**config.mk**
```make
export PLATFORM = sky130hd
export DESIGN_NAME = vga_dac_port_ctrl_flat
export DESIGN_NICKNAME = d
export VERILOG_FILES = /design/src/rtl/vga_dac_port_ctrl_pkg.sv /design/src/rtl/vga_dac_port_ctrl_if.sv /design/src/rtl/vga_dac_port_ctrl_index_counter.sv /design/src/rtl/vga_dac_port_ctrl.sv /design/src/flat_wrapper.sv
export SDC_FILE = /design/constraint.sdc
export NUM_CORES = 1
export LEC_CHECK = 0
export CAP_MARGIN = 20
export CORE_ASPECT_RATIO = 0.5
export CORE_MARGIN = 2
export CORE_UTILIZATION = 45
export DETAILED_ROUTE_END_ITERATION = 6
export GPL_ROUTABILITY_DRIVEN = 1
export PLACE_DENSITY_LB_ADDON = 0.2
export SLEW_MARGIN = 20
export SYNTH_ARGS = -nofsm -noshare
export SYNTH_HDL_FRONTEND = slang
export SYNTH_SLANG_ARGS = --single-unit
```
**constraint.sdc**
```tcl
create_clock -name clk -period 1.97 [get_ports clk]
set_input_delay 0.394 -clock clk [delete_from_list [all_inputs] [get_ports clk]]
set_output_delay 0.394 -clock clk [all_outputs]
set_load 0.02 [all_outputs]
```
**src/rtl/vga_dac_port_ctrl_pkg.sv**
```systemverilog
// Shared constants for the VGA PAL/DAC host port sequencer.
package vga_dac_pkg;

  // io_addr decode (0x3C6..0x3C9 folded onto two bits)
  localparam logic [1:0] PEL_MASK = 2'd0;
  localparam logic [1:0] RD_IDX   = 2'd1;
  localparam logic [1:0] WR_IDX   = 2'd2;
  localparam logic [1:0] DATA     = 2'd3;

  // Host-access sequencer states
  typedef enum logic [1:0] {
    IDLE = 2'd0,
    WAIT = 2'd1,
    ACK  = 2'd2
  } fsm_state_t;

  // DAC state as reported through 0x3C7
  localparam logic [1:0] DAC_WR = 2'b00;
  localparam logic [1:0] DAC_RD = 2'b11;

  // Colour component cycle
  localparam logic [1:0] CYC_R = 2'd0;
  localparam logic [1:0] CYC_G = 2'd1;
  localparam logic [1:0] CYC_B = 2'd2;

endpackage

```
**src/rtl/vga_dac_port_ctrl_if.sv**
```systemverilog
// CPU-side I/O bus between the port decoder and the DAC sequencer.
interface vga_dac_port_ctrl_if;
  logic [1:0] io_addr;
  logic       io_wr;
  logic       io_rd;
  logic [7:0] io_wdata;
  logic [7:0] io_rdata;
  logic       io_ack;

  modport master (
    output io_addr, io_wr, io_rd, io_wdata,
    input  io_rdata, io_ack
  );

  modport slave (
    input  io_addr, io_wr, io_rd, io_wdata,
    output io_rdata, io_ack
  );
endinterface

```
**src/rtl/vga_dac_port_ctrl_index_counter.sv**
```systemverilog
// Palette index plus R/G/B component cycle, with load and auto-advance.
module vga_dac_index_counter
  import vga_dac_pkg::*;
(
  input  logic       clk,
  input  logic       rst,
  input  logic       load,
  input  logic       advance,
  input  logic [7:0] d,
  output logic [7:0] index,
  output logic [1:0] cycle
);

  // Load restarts at red; advance walks R->G->B then bumps the index (wrapping at 8 bits)
  always_ff @(posedge clk) begin
    if (rst) begin
      index <= 8'h00;
      cycle <= CYC_R;
    end else if (load) begin
      index <= d;
      cycle <= CYC_R;
    end else if (advance) begin
      if (cycle == CYC_B) begin
        cycle <= CYC_R;
        index <= index + 8'd1;
      end else begin
        cycle <= cycle + 2'd1;
      end
    end
  end

endmodule

```
**src/rtl/vga_dac_port_ctrl.sv**
```systemverilog
// Host-side sequencer for the VGA PAL/DAC colour registers (ports 0x3C6-0x3C9).
module vga_dac_port_ctrl
  import vga_dac_pkg::*;
#(
  parameter int RD_LAT = 2
) (
  input  logic                 clk,
  input  logic                 rst,
  vga_dac_port_ctrl_if.slave   bus,
  output logic [7:0]           pel_mask,
  output logic                 dac_we,
  output logic [1:0]           dac_write_data_cycle,
  output logic [7:0]           dac_write_data_register,
  output logic [3:0]           dac_write_data,
  output logic [1:0]           dac_read_data_cycle,
  output logic [7:0]           dac_read_data_register,
  input  logic [3:0]           dac_read_data
);

  localparam int CW = (RD_LAT > 1) ? $clog2(RD_LAT) : 1;
  localparam logic [CW-1:0] WAIT_LAST = CW'(RD_LAT - 1);

  fsm_state_t    state;
  logic [CW-1:0] wait_cnt;
  logic [1:0]    pend_addr;
  logic [1:0]    dac_state;
  logic [7:0]    rdata_q;
  logic          ack_q;
  logic [7:0]    rd_value;

  logic [7:0]    wr_index;
  logic [1:0]    wr_cycle;
  logic          wr_accept;
  logic          wr_load;
  logic          wr_adv;
  logic          rd_load;
  logic          rd_adv;

  assign bus.io_rdata = rdata_q;
  assign bus.io_ack   = ack_q;

  // A write wins over a simultaneous read; strobes are only honoured in IDLE
  assign wr_accept = (state == IDLE) && bus.io_wr;
  assign wr_load   = wr_accept && (bus.io_addr == WR_IDX);
  assign wr_adv    = wr_accept && (bus.io_addr == DATA);
  assign rd_load   = wr_accept && (bus.io_addr == RD_IDX);
  assign rd_adv    = (state == ACK) && (pend_addr == DATA);

  vga_dac_index_counter u_wr_counter (
    .clk     (clk),
    .rst     (rst),
    .load    (wr_load),
    .advance (wr_adv),
    .d       (bus.io_wdata),
    .index   (wr_index),
    .cycle   (wr_cycle)
  );

  vga_dac_index_counter u_rd_counter (
    .clk     (clk),
    .rst     (rst),
    .load    (rd_load),
    .advance (rd_adv),
    .d       (bus.io_wdata),
    .index   (dac_read_data_register),
    .cycle   (dac_read_data_cycle)
  );

  // Value returned for the pending read, sampled when the latency counter expires
  always_comb begin
    rd_value = 8'h00;
    unique case (pend_addr)
      PEL_MASK: rd_value = pel_mask;
      RD_IDX:   rd_value = {6'b0, dac_state};
      WR_IDX:   rd_value = wr_index;
      DATA:     rd_value = {2'b00, dac_read_data, 2'b00};
    endcase
  end

  // Access sequencer: writes complete from IDLE, reads go IDLE -> WAIT -> ACK
  always_ff @(posedge clk) begin
    if (rst) begin
      state                   <= IDLE;
      wait_cnt                <= '0;
      pend_addr               <= PEL_MASK;
      dac_state               <= DAC_WR;
      pel_mask                <= 8'hFF;
      rdata_q                 <= 8'h00;
      ack_q                   <= 1'b0;
      dac_we                  <= 1'b0;
      dac_write_data          <= 4'h0;
      dac_write_data_cycle    <= CYC_R;
      dac_write_data_register <= 8'h00;
    end else begin
      ack_q  <= 1'b0;
      dac_we <= 1'b0;
      unique case (state)
        IDLE: begin
          if (bus.io_wr) begin
            ack_q <= 1'b1;
            unique case (bus.io_addr)
              PEL_MASK: pel_mask  <= bus.io_wdata;
              RD_IDX:   dac_state <= DAC_RD;
              WR_IDX:   dac_state <= DAC_WR;
              DATA: begin
                dac_we                  <= 1'b1;
                dac_write_data          <= bus.io_wdata[5:2];
                dac_write_data_cycle    <= wr_cycle;
                dac_write_data_register <= wr_index;
              end
            endcase
          end else if (bus.io_rd) begin
            pend_addr <= bus.io_addr;
            wait_cnt  <= '0;
            state     <= WAIT;
          end
        end
        WAIT: begin
          if (wait_cnt == WAIT_LAST) begin
            rdata_q <= rd_value;
            ack_q   <= 1'b1;
            state   <= ACK;
          end else begin
            wait_cnt <= wait_cnt + 1'b1;
          end
        end
        ACK: begin
          state <= IDLE;
        end
        default: begin
          state <= IDLE;
        end
      endcase
    end
  end

endmodule
```
**src/flat_wrapper.sv**
```systemverilog
// flat-port wrapper written by rule: the top's interface ports become plain ports
module vga_dac_port_ctrl_flat import vga_dac_pkg::*;
#(
  parameter int RD_LAT = 2
)
  (clk, rst, pel_mask, dac_we, dac_write_data_cycle, dac_write_data_register, dac_write_data, dac_read_data_cycle, dac_read_data_register, dac_read_data, bus_io_addr, bus_io_wr, bus_io_rd, bus_io_wdata, bus_io_rdata, bus_io_ack);
  vga_dac_port_ctrl_if bus_i ();
  input  logic clk;
  input  logic rst;
  output logic [7:0] pel_mask;
  output logic dac_we;
  output logic [1:0] dac_write_data_cycle;
  output logic [7:0] dac_write_data_register;
  output logic [3:0] dac_write_data;
  output logic [1:0] dac_read_data_cycle;
  output logic [7:0] dac_read_data_register;
  input  logic [3:0] dac_read_data;
  input wire logic [$bits(bus_i.io_addr)-1:0] bus_io_addr;
  input wire logic [$bits(bus_i.io_wr)-1:0] bus_io_wr;
  input wire logic [$bits(bus_i.io_rd)-1:0] bus_io_rd;
  input wire logic [$bits(bus_i.io_wdata)-1:0] bus_io_wdata;
  output wire logic [$bits(bus_i.io_rdata)-1:0] bus_io_rdata;
  output wire logic [$bits(bus_i.io_ack)-1:0] bus_io_ack;
  assign bus_i.io_addr = bus_io_addr;
  assign bus_i.io_wr = bus_io_wr;
  assign bus_i.io_rd = bus_io_rd;
  assign bus_i.io_wdata = bus_io_wdata;
  assign bus_io_rdata = bus_i.io_rdata;
  assign bus_io_ack = bus_i.io_ack;
  vga_dac_port_ctrl #(.RD_LAT(RD_LAT)) u_core (.clk(clk), .rst(rst), .bus(bus_i), .pel_mask(pel_mask), .dac_we(dac_we), .dac_write_data_cycle(dac_write_data_cycle), .dac_write_data_register(dac_write_data_register), .dac_write_data(dac_write_data), .dac_read_data_cycle(dac_read_data_cycle), .dac_read_data_register(dac_read_data_register), .dac_read_data(dac_read_data));
endmodule
```
### Word level (Yosys, flattened, before mapping)

Index checks and enable logic that the tools add are counted.

* flip-flop bits (word level): 59
* input bits: 18
* word-level logic and storage cells: 83

* add/subtract/negate cells: 5
* eq/ne operators: 13
* mux-type cells: 22
* bitwise gates (word level): 2
* reduce and logical (&&, ||, !) cells: 26

Operators with widths (count)
* $mux W8: 6
* $pmux W8 S4: 1
* $reduce_and A3 Y1: 6
* $add A8 B1 Y8 const B: 2
* $eq A2 B2 Y1 const B: 7
* $reduce_bool A2 Y1: 6
* $mux W2: 5
* $pmux W2 S2: 2
* $eq A2 B1 Y1 const B: 3
* $logic_not A2 Y1: 3
* $mux W1: 6
* $reduce_and A2 Y1: 3
* $logic_and A1 B1 Y1: 5
* $add A2 B1 Y2 const B: 2
* $ne A2 B2 Y1 const B: 2
* $pmux W1 S2: 2
* $reduce_or A2 Y1: 2
* $reduce_or A3 Y1: 1
* $ne A2 B1 Y1 const B: 1
* $not A1 Y1: 2
* $add A1 B1 Y1 const B: 1

### Logic depth before layout (Yosys ltp)

Gate-level depths: netlist of run 1.

* depth in word-level cells: 5
* mapped depth: 7
* gate-level depth less buffers: 6

### Cells and area by module

From an unflattened synthesis of run 1, not the netlist that was laid out.

* cells, all modules: 311
* area, all modules: 2723.9 µm²

Modules (own cells, without submodules)
* vga_dac_port_ctrl: instances 1, cells an instance 189, area an instance 1647.8 µm²
* vga_dac_index_counter: instances 2, cells an instance 61, area an instance 538.0 µm²

### Worst setup path before layout of run 1

Ideal clock, no wire load.

* path type: input to register
* start point: input bus_io_addr[0]
* end point: register u_core.u_wr_counter.index[4]
* data arrival time: 1.423 ns
* required time: 1.884 ns
* path slack: 0.461 ns
* stages on the path: 6
* cells stage by stage: ha_1 > and4bb_2 > buf_2 > nand4_1 > xor2_1 > a211oi_1

* longest elaborated chain between the ends: 4

RTL lines
* from (decl): line flat_wrapper.sv:18 `input wire logic [$bits(bus_i.io_addr)-1:0] bus_io_addr;`
* $eq A2 B2 Y1, on equally long branches: line vga_dac_port_ctrl.sv:44, vga_dac_port_ctrl.sv:45
* $logic_and A1 B1 Y1, on equally long branches: line vga_dac_port_ctrl.sv:44, vga_dac_port_ctrl.sv:45
* $reduce_bool A2 Y1 (no source line)
* $reduce_and A2 Y1 (no source line)
* to (signal assigned): line vga_dac_port_ctrl_index_counter.sv:25 `index <= index + 8'd1;`
* to (decl): line vga_dac_port_ctrl_index_counter.sv:10 `output logic [7:0] index,`

Parallel ways exist; a longest one is shown, timed or not.
A chain may end at the register's enable or synchronous reset.

### Worst setup path after layout of run 1

* start point: input bus_io_addr[0]
* end point: register u_core.u_wr_counter.cycle[1]

* longest elaborated chain between the ends: 3

RTL lines
* $eq A2 B2 Y1: line vga_dac_port_ctrl.sv:44 `assign wr_load = wr_accept && (bus.io_addr == WR_IDX);`
* $logic_and A1 B1 Y1: line vga_dac_port_ctrl.sv:44
* $reduce_or A2 Y1 (no source line)
* to (signal assigned): line vga_dac_port_ctrl_index_counter.sv:27 `cycle <= cycle + 2'd1;`
* to (decl): line vga_dac_port_ctrl_index_counter.sv:11 `output logic [1:0] cycle`

Parallel ways exist; a longest one is shown, timed or not.

==> flow_metrics.py, run 1 <==
metrics = {
    "yosys": {
        "synth_top_area_share_pct": 43.55,
        "ys_seq_area_share_pct": 43.55,
        "synth-seq-cells": 58,
        "syn_nets": 340,
        "async_reset_ff_share_pct": 0,
        "synth_cells": 316,
        "yosysWarningCount": 0,
        "dominantRegCellSynth": "dfxtp_1",
        "synth_edf_count": 0,
        "ys_types": 43,
        "syn_avg_cell_area_um2": 8.438,
        "yosys.area.top_type": "dfxtp_1",
        "synthesis.area_um2": 2666,
        "yosys-top-cells-count": "58 x dfxtp_1, 57 x nand2_1, 35 x a21oi_1",
        "ys_top_cells_by_area": "dfxtp_1 44%, nand2_1 8.0%, a21oi_1 6.6%",
        "yosysMostFrequentCell": "dfxtp_1",
    },
    "drt": {
        "route.detailed.drc": 4,
        "first_pass_iters": 6,
        "drtAntennaViolNets": 0,
        "wl_per_cell_um": 16.04,
        "avgViaCountPerCell": 5.643,
        "vias": 2607,
        "drt-initial-drc-count": 224,
        "wirelength_um": 7409,
    },
    "final_layout": {
        "n_antenna_cell": 0,
        "register_area_um2": 1161,
        "drive_above_1_share_pct": 10.80,
        "nets": 409,
        "fill_cells": 485,
        "syn_to_final_growth_pct": 39.09,
        "multiInputGateArea_um2": 1410,
    },
    "critical_path": {
        "cp_max_fo": 7,
        "worstSetupPathType": "input port to register",
        "critPathLaunchType": "input port",
        "regToRegSetupSlack_ns": 0.31,
        "required_ns": 2.21,
        "cp.arrival_ns": 2.10,
        "cp-end-kind": "register",
    },
    "floorplan": {
        "ios": 60,
        "start_util_pct": 47.52,
        "core_um2": 5610,
        "rows": 19,
        "dieArea_um2": 6594,
        "die_w_um": 112.9,
        "die_y_um": 58.43,
    },
    "clock_network": {
        "cts_sinks": 58,
        "clock_latency_ns": 0.33,
        "postCtsHoldBufs": 0,
        "cts_buffers": 9,
        "htree_num_levels": 3,
        "cts-root-buf": "clkbuf_16",
        "cts.clk_slew.worst_paths_ns": 0.05,
        "cts_tree": "yes",
        "clk_path_buf_depth": 2,
    },
    "sta": {
        "clock_skew_ns": 0.005215,
        "hold_ws_ns": 0.4544,
        "slew_headroom_pct": 64.25,
        "period_needed_ns": 1.856,
        "worstMarginPinSlew_ns": 0.5343,
        "setup-violations-final": 0,
        "hold_violations": 0,
        "grt_setup_unrepaired": "no",
        "fmax_ghz": 0.5388,
        "final.period_utilization_pct": 94.22,
        "drv_slew": 0,
    },
    "placed_design": {
        "gp_congestion": 0.8753,
        "hpwl_um": 5239,
        "numPortBuffers": 59,
    },
    "power_and_ir_drop": {
        "finalPower_mw": 3.172,
        "power.density_nw_per_um2": 855.4,
        "ir_drop_uv": 385.7,
        "power.leakage_nw": 1.353,
    },
    "global_routing": {
        "grt_pass1_wl_um": 11710,
        "grt_overflow": 0,
        "antenna_found_initial": 0,
        "grt_max_degree": 37,
        "grt_use_total_pct": 23.09,
        "grt_pass1_vias": 2358,
    },
    "min_path": {
        "holdCritPathClass": "register to register",
    },
    "status": {
        "violations": "DRC",
        "outcome": "finished with violations",
    },
    "job": {
        "cap_violations": 0,
    },
}
final timing paths:
check / startpoint / cells past startpoint / end
min reg2reg: u_core.dac_write_data_register[4] / 2 / u_core.dac_write_data_register[4]
max reg2reg: u_core.state[1] / 4 / u_core.u_rd_counter.index[6]
max: bus_io_addr[0] / 7 / u_core.u_wr_counter.cycle[1]
min: u_core.dac_write_data_register[4] / 2 / u_core.dac_write_data_register[4]
cells by family (layout without fill, tap and decap cells):
kind of cell | after synthesis | in the layout | synth area share, %
mux | 9 | 9 | 3.566
flops | 58 | 58 | 43.55
compound gates | 63 | 63 | 14.36
fa+ha+maj | 6 | 6 | 2.816
xor+xnor | 8 | 8 | 2.628
buf+inv | 22 | 95 | 3.707
simple gates | 150 | 150 | 29.38
registers in the layout, indices dropped and copies added (netlist names), 2 cells and up:
name	count
u_core.pel_mask	8
u_core.dac_write_data_register	8
u_core.bus.io_rdata	8
u_core.state	2
u_core.u_rd_counter.index	8
u_core.dac_write_data_cycle	2
u_core.dac_write_data	4
u_core.u_wr_counter.index	8
u_core.u_wr_counter.cycle	2
u_core.pend_addr	2
u_core.u_rd_counter.cycle	2
worst max-delay path: stages:
cell and delay, ns:
clkdlybuf4s50_1 0.54, ha_1 0.24, and4bb_2 0.35, buf_4 0.17, nand2_1 0.07, o21ai_0 0.13, nor3b_1 0.20
layout make-up:
type                    count  area share, %
flip-flops and latches     58          31.31
clock buffers              13          7.287
multi-input cells         236          38.02
clock inverters             2         0.9447
inverters                   4         0.4049
repair buffers             76          19.57
well taps                  73          2.463
layout by cell type (no fill, tap or decap), types with 4 or more instances in the layout:
master | netlist | layout
a21oi_1 | 35 | 34
nand2_1 | 57 | 57
xor2_1 | 5 | 5
a211oi_1 | 11 | 11
nand3b_1 | 9 | 9
nor2_1 | 27 | 27
o21ai_0 | 5 | 5
buf_4 | 0 | 16
mux2_2 | 4 | 4
nand2b_1 | 7 | 7
dfxtp_1 | 58 | 58
ha_1 | 6 | 6
clkbuf_16 | 0 | 9
inv_1 | 4 | 4
nor4_1 | 4 | 4
nand4_1 | 6 | 6
mux2i_1 | 5 | 5
nand3_1 | 5 | 5
nor3_1 | 14 | 14
clkdlybuf4s50_1 | 0 | 58
metal layers:
layer	GRT usage (%)	vias to the layer above	wire (um)
met5	0	-	0
met4	6.446	0	93
met3	8.342	9	448
met2	34.85	88	3213
met1	31.61	1255	3654
li1	-	1255	-
stage by stage:
step	setup TNS [ns]	instance area, um^2	std cells	worst slack, ns	utilization (%)
after floorplan	0	2666	316	0.4611	-
after global placement	-2.122	3400	447	-0.1760	60.59
after detailed placement	-3.251	3400	447	-0.2322	60.59
after CTS	0	3705	462	0.1009	66.03
after global routing	0	3709	462	0.06811	66.10
final	0	3709	462	0.1139	66.10
report_power, final:
group | switching [mW] | internal, mW | leakage (nW)
clock network | 0.509 | 1.07 | 0.152
logic | 0.169 | 0.157 | 0.730
registers | 0.0486 | 1.22 | 0.472
timing repair:
action / CTS / global route
buffers inserted: 0 / 0
gates resized for setup: 0 / 1
setup endpoints to repair: 0 / 3
Power figures use the tool's default switching activity.
==> run 2: changes to the inputs <==
PLACE_DENSITY_LB_ADDON = 0.08   (was 0.2)
==> run 2 against run 1 <==
Effect of this change:
- the flow still finishes with violations (DRC)
- combinational power about the same
- clock power about the same
- clock-buffer cell count down 1
- utilization up 0.29 points
- highest routed layer unchanged
- global-route usage down 0.45 points
- critical endpoint is now dac_read_data_register[4]
- sequential share of layout area down 0.14 points
- sequential cell count unchanged
- die area unchanged
- via count down 3.5%
- clock skew up 0.0057 ns
- maximum frequency up 2.6%
==> flow_metrics.py, run 2 (synthesis gave the netlist of run 1 again) <==
metrics = {
    "status": {
        "outcome": "finished with violations",
        "violations": "DRC",
    },
    "floorplan": {
        "die_w_um": 112.9,
        "core_um2": 5610,
        "dieArea_um2": 6594,
        "ios": 60,
        "start_util_pct": 47.52,
        "rows": 19,
        "die_y_um": 58.43,
    },
    "critical_path": {
        "path_buf_inv": 1,
        "crit_path_start": "u_core.u_rd_counter.index[4]",
        "crit_path_max_incr_delay_ns": 0.65,
        "path_cells": "clkdlybuf4s50_1",
        "cp_max_fo": 7,
        "cp-end-kind": "output pin",
        "r2r_start": "u_core.state[1]",
        "critPathTopFamily": "buffers and inverters",
        "critPathLaunchType": "register",
        "required_ns": 1.58,
        "cp.arrival_ns": 1.42,
        "worstSetupPathType": "register to output pin",
        "cp_slowest_cell": "clkdlybuf4s50_1",
    },
    "clock_network": {
        "cts_buffers": 9,
        "cts.clk_slew.worst_paths_ns": 0.05,
        "htree_num_levels": 3,
        "clk_path_buf_depth": 2,
        "cts_resized": 0,
        "cts-root-buf": "clkbuf_16",
        "post_cts_buffers": 0,
        "clock_latency_ns": 0.33,
        "postCtsHoldBufs": 0,
        "cts_tree": "yes",
        "cts_sinks": 58,
    },
    "placed_design": {
        "hpwl_um": 5201,
        "place_ws_ns": -0.2160,
        "numPortBuffers": 59,
        "post_dp_cell_area_um2": 3415,
        "dp.cells": 449,
        "gp_congestion": 0.8453,
    },
    "power_and_ir_drop": {
        "p_switching_mw": 0.7482,
        "power.leakage_nw": 1.356,
        "swShare_pct": 23.61,
        "power.share.clock_pct": 49.9,
        "combPwrFrac_pct": 10.2,
        "internal_power_mw": 2.421,
        "power.density_nw_per_um2": 850.7,
        "finalPower_mw": 3.169,
        "ir_drop_uv": 395.4,
        "power_frac_seq_pct": 39.9,
    },
    "global_routing": {
        "grt_max_degree": 37,
        "grt_pass1_vias": 2294,
        "grt_use_total_pct": 22.63,
        "grt_pass1_wl_um": 11440,
        "antenna_found_initial": 0,
        "grt_overflow": 0,
    },
    "final_layout": {
        "n_antenna_cell": 0,
        "nets": 411,
        "drive_above_1_share_pct": 11.48,
        "layout_common_cells": "58 x clkdlybuf4s50_1, 58 x dfxtp_1, 57 x nand2_1",
        "stdcell_area_um2": 3725,
        "syn_to_final_growth_pct": 39.70,
        "finish.utilization_pct": 66.39,
        "final_cells": 465,
    },
    "sta": {
        "hold_violations": 0,
        "setup-violations-final": 0,
        "hold_ws_ns": 0.4542,
        "clock_skew_ns": 0.01094,
        "drv_slew": 0,
        "finalSetupTns_ns": 0,
        "worst_slack_ns": 0.1609,
        "slew_headroom_pct": 63.58,
        "fmax_ghz": 0.5528,
        "worstMarginPinSlew_ns": 0.5443,
        "grt_setup_unrepaired": "no",
        "period_needed_ns": 1.809,
        "final.period_utilization_pct": 91.83,
    },
    "drt": {
        "avgViaCountPerCell": 5.409,
        "route.detailed.drc": 5,
        "wirelength_um": 7093,
        "vias": 2515,
        "drt-initial-drc-count": 151,
        "first_pass_iters": 6,
        "drtAntennaViolNets": 0,
        "wl_per_cell_um": 15.25,
    },
    "min_path": {
        "min_from": "u_core.dac_write_data_register[0]",
        "holdCritPathClass": "register to register",
    },
    "job": {
        "cap_violations": 0,
    },
}
## run 2: cell count changes in the layout (fill, tap and decap cells not counted)
cell,before,now
clkinvlp_4,0,2
clkbuf_8,3,2
buf_4,16,18
## run 2: cell type report
cell class / instances / area [um^2]
fillers: 483 / 1886
multi-input cells: 236 / 1410
flip-flops and latches: 58 / 1161
repair buffers: 78 / 740.7
clock buffers: 12 / 256.5
well taps: 73 / 91.34
clock inverters: 4 / 50.05
inverters: 4 / 15.01
## run 2: worst paths after layout
kind	slack (ns)	depth (start not counted)	endpoint
worst max-delay path	0.16	1	dac_read_data_register[4]
worst min-delay path	0.45	2	u_core.dac_write_data_register[0]
worst max register to register	0.22	4	u_core.u_rd_counter.index[1]
worst min register to register	0.45	2	u_core.dac_write_data_register[0]
## run 2: power groups by stage
| stage | Sequential, mW | Clock, mW | Combinational, mW |
|---|---|---|---|
| detailed placement | 1.29 | 0 | 0.321 |
| floorplan | 1.30 | 0 | 0.152 |
| global route | 1.27 | 1.66 | 0.351 |
| global placement | 1.29 | 0 | 0.316 |
| finish | 1.27 | 1.58 | 0.323 |
| CTS | 1.26 | 1.60 | 0.323 |
## run 2: worst min-delay path, cell delays in order, from the launching register on
cell,delay (ns)
dfxtp_1,0.30
nand2_1,0.05
a21oi_1,0.05
## run 2: per-layer routing
layer | GRT usage (%) | routed length, um
met1 | 32.95 | 3710
met2 | 32.62 | 2878
met3 | 5.664 | 442
met4 | 8.362 | 61
met5 | 0 | 0
==> run 3: changes to the inputs <==
ABC_AREA = 1   (was not set)
CORE_MARGIN = not set   (was 2)
==> run 3 against run 2 <==
Effect of this change:
- critical endpoint is now dac_read_data_register[3]
- synthesized cell count up 22%
- critical path type unchanged
- routed wire length increased by 4.6%
- die area down 2.3%
- utilization decreased by 1.4 points
- the flow now finishes without violations
==> flow_metrics.py, run 3 <==
metrics = {
    "clock_network": {
        "cts_tree": "yes",
        "post_cts_buffers": 0,
        "cts-root-buf": "clkbuf_16",
        "clk_path_buf_depth": 2,
        "htree_num_levels": 3,
        "cts_buffers": 9,
        "cts_resized": 0,
        "postCtsHoldBufs": 0,
        "cts_sinks": 58,
        "cts.clk_slew.worst_paths_ns": 0.05,
        "clock_latency_ns": 0.32,
    },
    "drt": {
        "first_pass_iters": 5,
        "wl_per_cell_um": 14.16,
        "avgViaCountPerCell": 5.166,
        "vias": 2707,
        "wl_met3_um": 472,
        "route.detailed.drc": 0,
        "m1WireLength_um": 3738,
        "met2_wirelength_um": 3132,
        "wirelength_um": 7422,
        "highest_layer": "met4",
        "drtAntennaViolNets": 0,
        "drt-initial-drc-count": 181,
    },
    "job": {
        "cap_violations": 0,
    },
    "floorplan": {
        "start_util_pct": 48.36,
        "ios": 60,
        "die_w_um": 112.5,
        "core_um2": 5682,
        "rows": 19,
        "die_y_um": 57.26,
        "dieArea_um2": 6441,
    },
    "sta": {
        "setup-violations-final": 0,
        "grt_setup_unrepaired": "no",
        "finalSetupTns_ns": 0,
        "clock_skew_ns": 0.007716,
        "slew_headroom_pct": 62.05,
        "drv_slew": 0,
        "hold_violations": 0,
        "worstMarginPinSlew_ns": 0.5672,
        "final.period_utilization_pct": 89.75,
        "fmax_ghz": 0.5656,
        "period_needed_ns": 1.768,
        "worst_slack_ns": 0.2020,
    },
    "min_path": {
        "min_from": "u_core.dac_write_data_cycle[0]",
        "holdCritPathClass": "register to register",
        "hold_depth": 2,
    },
    "critical_path": {
        "r2r_start": "u_core.state[0]",
        "worstRegToRegCells": 7,
        "crit_path_max_incr_delay_ns": 0.64,
        "critPathTopFamily": "buffers and inverters",
        "critPathLaunchType": "register",
        "path_buf_inv": 1,
        "worstSetupPathType": "register to output pin",
        "required_ns": 1.58,
        "cp_max_fo": 5,
        "path_cells": "clkdlybuf4s50_1",
        "crit_path_start": "u_core.u_rd_counter.index[3]",
        "cp-end-kind": "output pin",
        "cp.arrival_ns": 1.37,
        "worst-path-stages": 1,
        "cp_slowest_cell": "clkdlybuf4s50_1",
    },
    "final_layout": {
        "multiInputGateArea_um2": 1363,
        "syn_to_final_growth_pct": 34.47,
        "register_area_um2": 1161,
        "finish.utilization_pct": 65.03,
        "drive_above_1_share_pct": 8.869,
        "final_common_cell": "nand2_1",
        "nets": 471,
        "fill_cells": 504,
        "stdcell_area_um2": 3695,
        "layout_common_cells": "89 x nand2_1, 59 x clkdlybuf4s50_1, 58 x dfxtp_1",
        "n_antenna_cell": 0,
    },
    "yosys": {
        "ys_types": 31,
        "syn_avg_cell_area_um2": 7.155,
        "ys_top_cells_by_area": "dfxtp_1 42%, nand2_1 12%, nand3_1 6.9%",
        "yosysWarningCount": 0,
        "synthesis.area_um2": 2748,
        "yosys-top-cells-count": "89 x nand2_1, 58 x dfxtp_1, 38 x nand3_1",
        "synth_cells": 384,
        "yosys.area.top_type": "dfxtp_1",
        "async_reset_ff_share_pct": 0,
        "syn_nets": 408,
        "synth_edf_count": 0,
        "ys_seq_area_share_pct": 42.26,
        "dominantRegCellSynth": "dfxtp_1",
        "synth_top_area_share_pct": 42.26,
        "yosysMostFrequentCell": "nand2_1",
        "synth-seq-cells": 58,
    },
    "global_routing": {
        "antenna_found_initial": 0,
        "grt_max_degree": 29,
        "grt_overflow": 0,
        "grt_pass1_vias": 2478,
        "grt_use_total_pct": 25.38,
        "grt_pass1_wl_um": 12510,
    },
    "power_and_ir_drop": {
        "power.density_nw_per_um2": 840.4,
        "power.leakage_nw": 1.531,
        "ir_drop_uv": 462.5,
        "finalPower_mw": 3.105,
    },
    "status": {
        "outcome": "finished clean",
    },
    "placed_design": {
        "gp_congestion": 0.8945,
        "place_ws_ns": 0.02009,
        "numPortBuffers": 59,
        "post_dp_cell_area_um2": 3405,
        "hpwl_um": 5495,
    },
}
-- run 3: cell count changes in the layout (fill, tap and decap cells not counted), sizes merged, moves of 6 or more --
cell and change:
a211oi -8, a31oi +6, buf -13, inv +35, nand2 +36, nand2b -7
nand3 +34, nand3b -7, nor2 +10, nor3 -13, o21ai +28, or2 +7
-- run 3: final timing paths --
| check | to | slack (ns) |
|---|---|---|
| worst min-delay path | u_core.dac_write_data_cycle[0] | 0.46 |
| worst max register to register | u_core.pel_mask[3] | 0.39 |
| worst min register to register | u_core.dac_write_data_cycle[0] | 0.46 |
| worst max-delay path | dac_read_data_register[3] | 0.20 |
-- run 3: logic make-up after synthesis --
kind of cell             count (synthesis)  share of synthesized area [%]
AO/OA/AOI/OAI                           81                          15.48
XOR/XNOR                                 4                          1.275
adder cells (fa/ha/maj)                  6                          2.732
buffers and inverters                   53                          8.151
flip-flops                              58                          42.26
AND/OR/NAND/NOR                        182                          30.10
-- run 3: per-stage QoR --
step | std cells | hold slack [ns]
floorplan | 384 | 0.4638
global placement | 509 | 0.4500
detailed placement | 509 | 0.4634
CTS | 524 | 0.4686
global route | 524 | 0.4959
finish | 524 | 0.4638
-- run 3: where the power goes --
part           total (mW)  switching (mW)  internal, mW
sequential           1.27          0.0436          1.22
combinational       0.346           0.199         0.148
clock                1.49           0.517         0.975
total                3.11           0.759          2.35
-- run 3: layout make-up --
| type | instances | share of cell area (%) |
|---|---|---|
| clock buffers | 13 | 7.586 |
| flip-flops and latches | 58 | 31.43 |
| multi-input cells | 273 | 36.88 |
| repair buffers | 66 | 17.41 |
| inverters | 39 | 3.962 |
| well taps | 73 | 2.472 |
| clock inverters | 2 | 0.2709 |
-- run 3: per-layer routing --
layer | vias to the layer above | track usage, %
li1 | 1379 | -
met1 | 1230 | 36.07
met2 | 89 | 38.33
met3 | 9 | 6.589
met4 | 0 | 7.048
met5 | - | 0
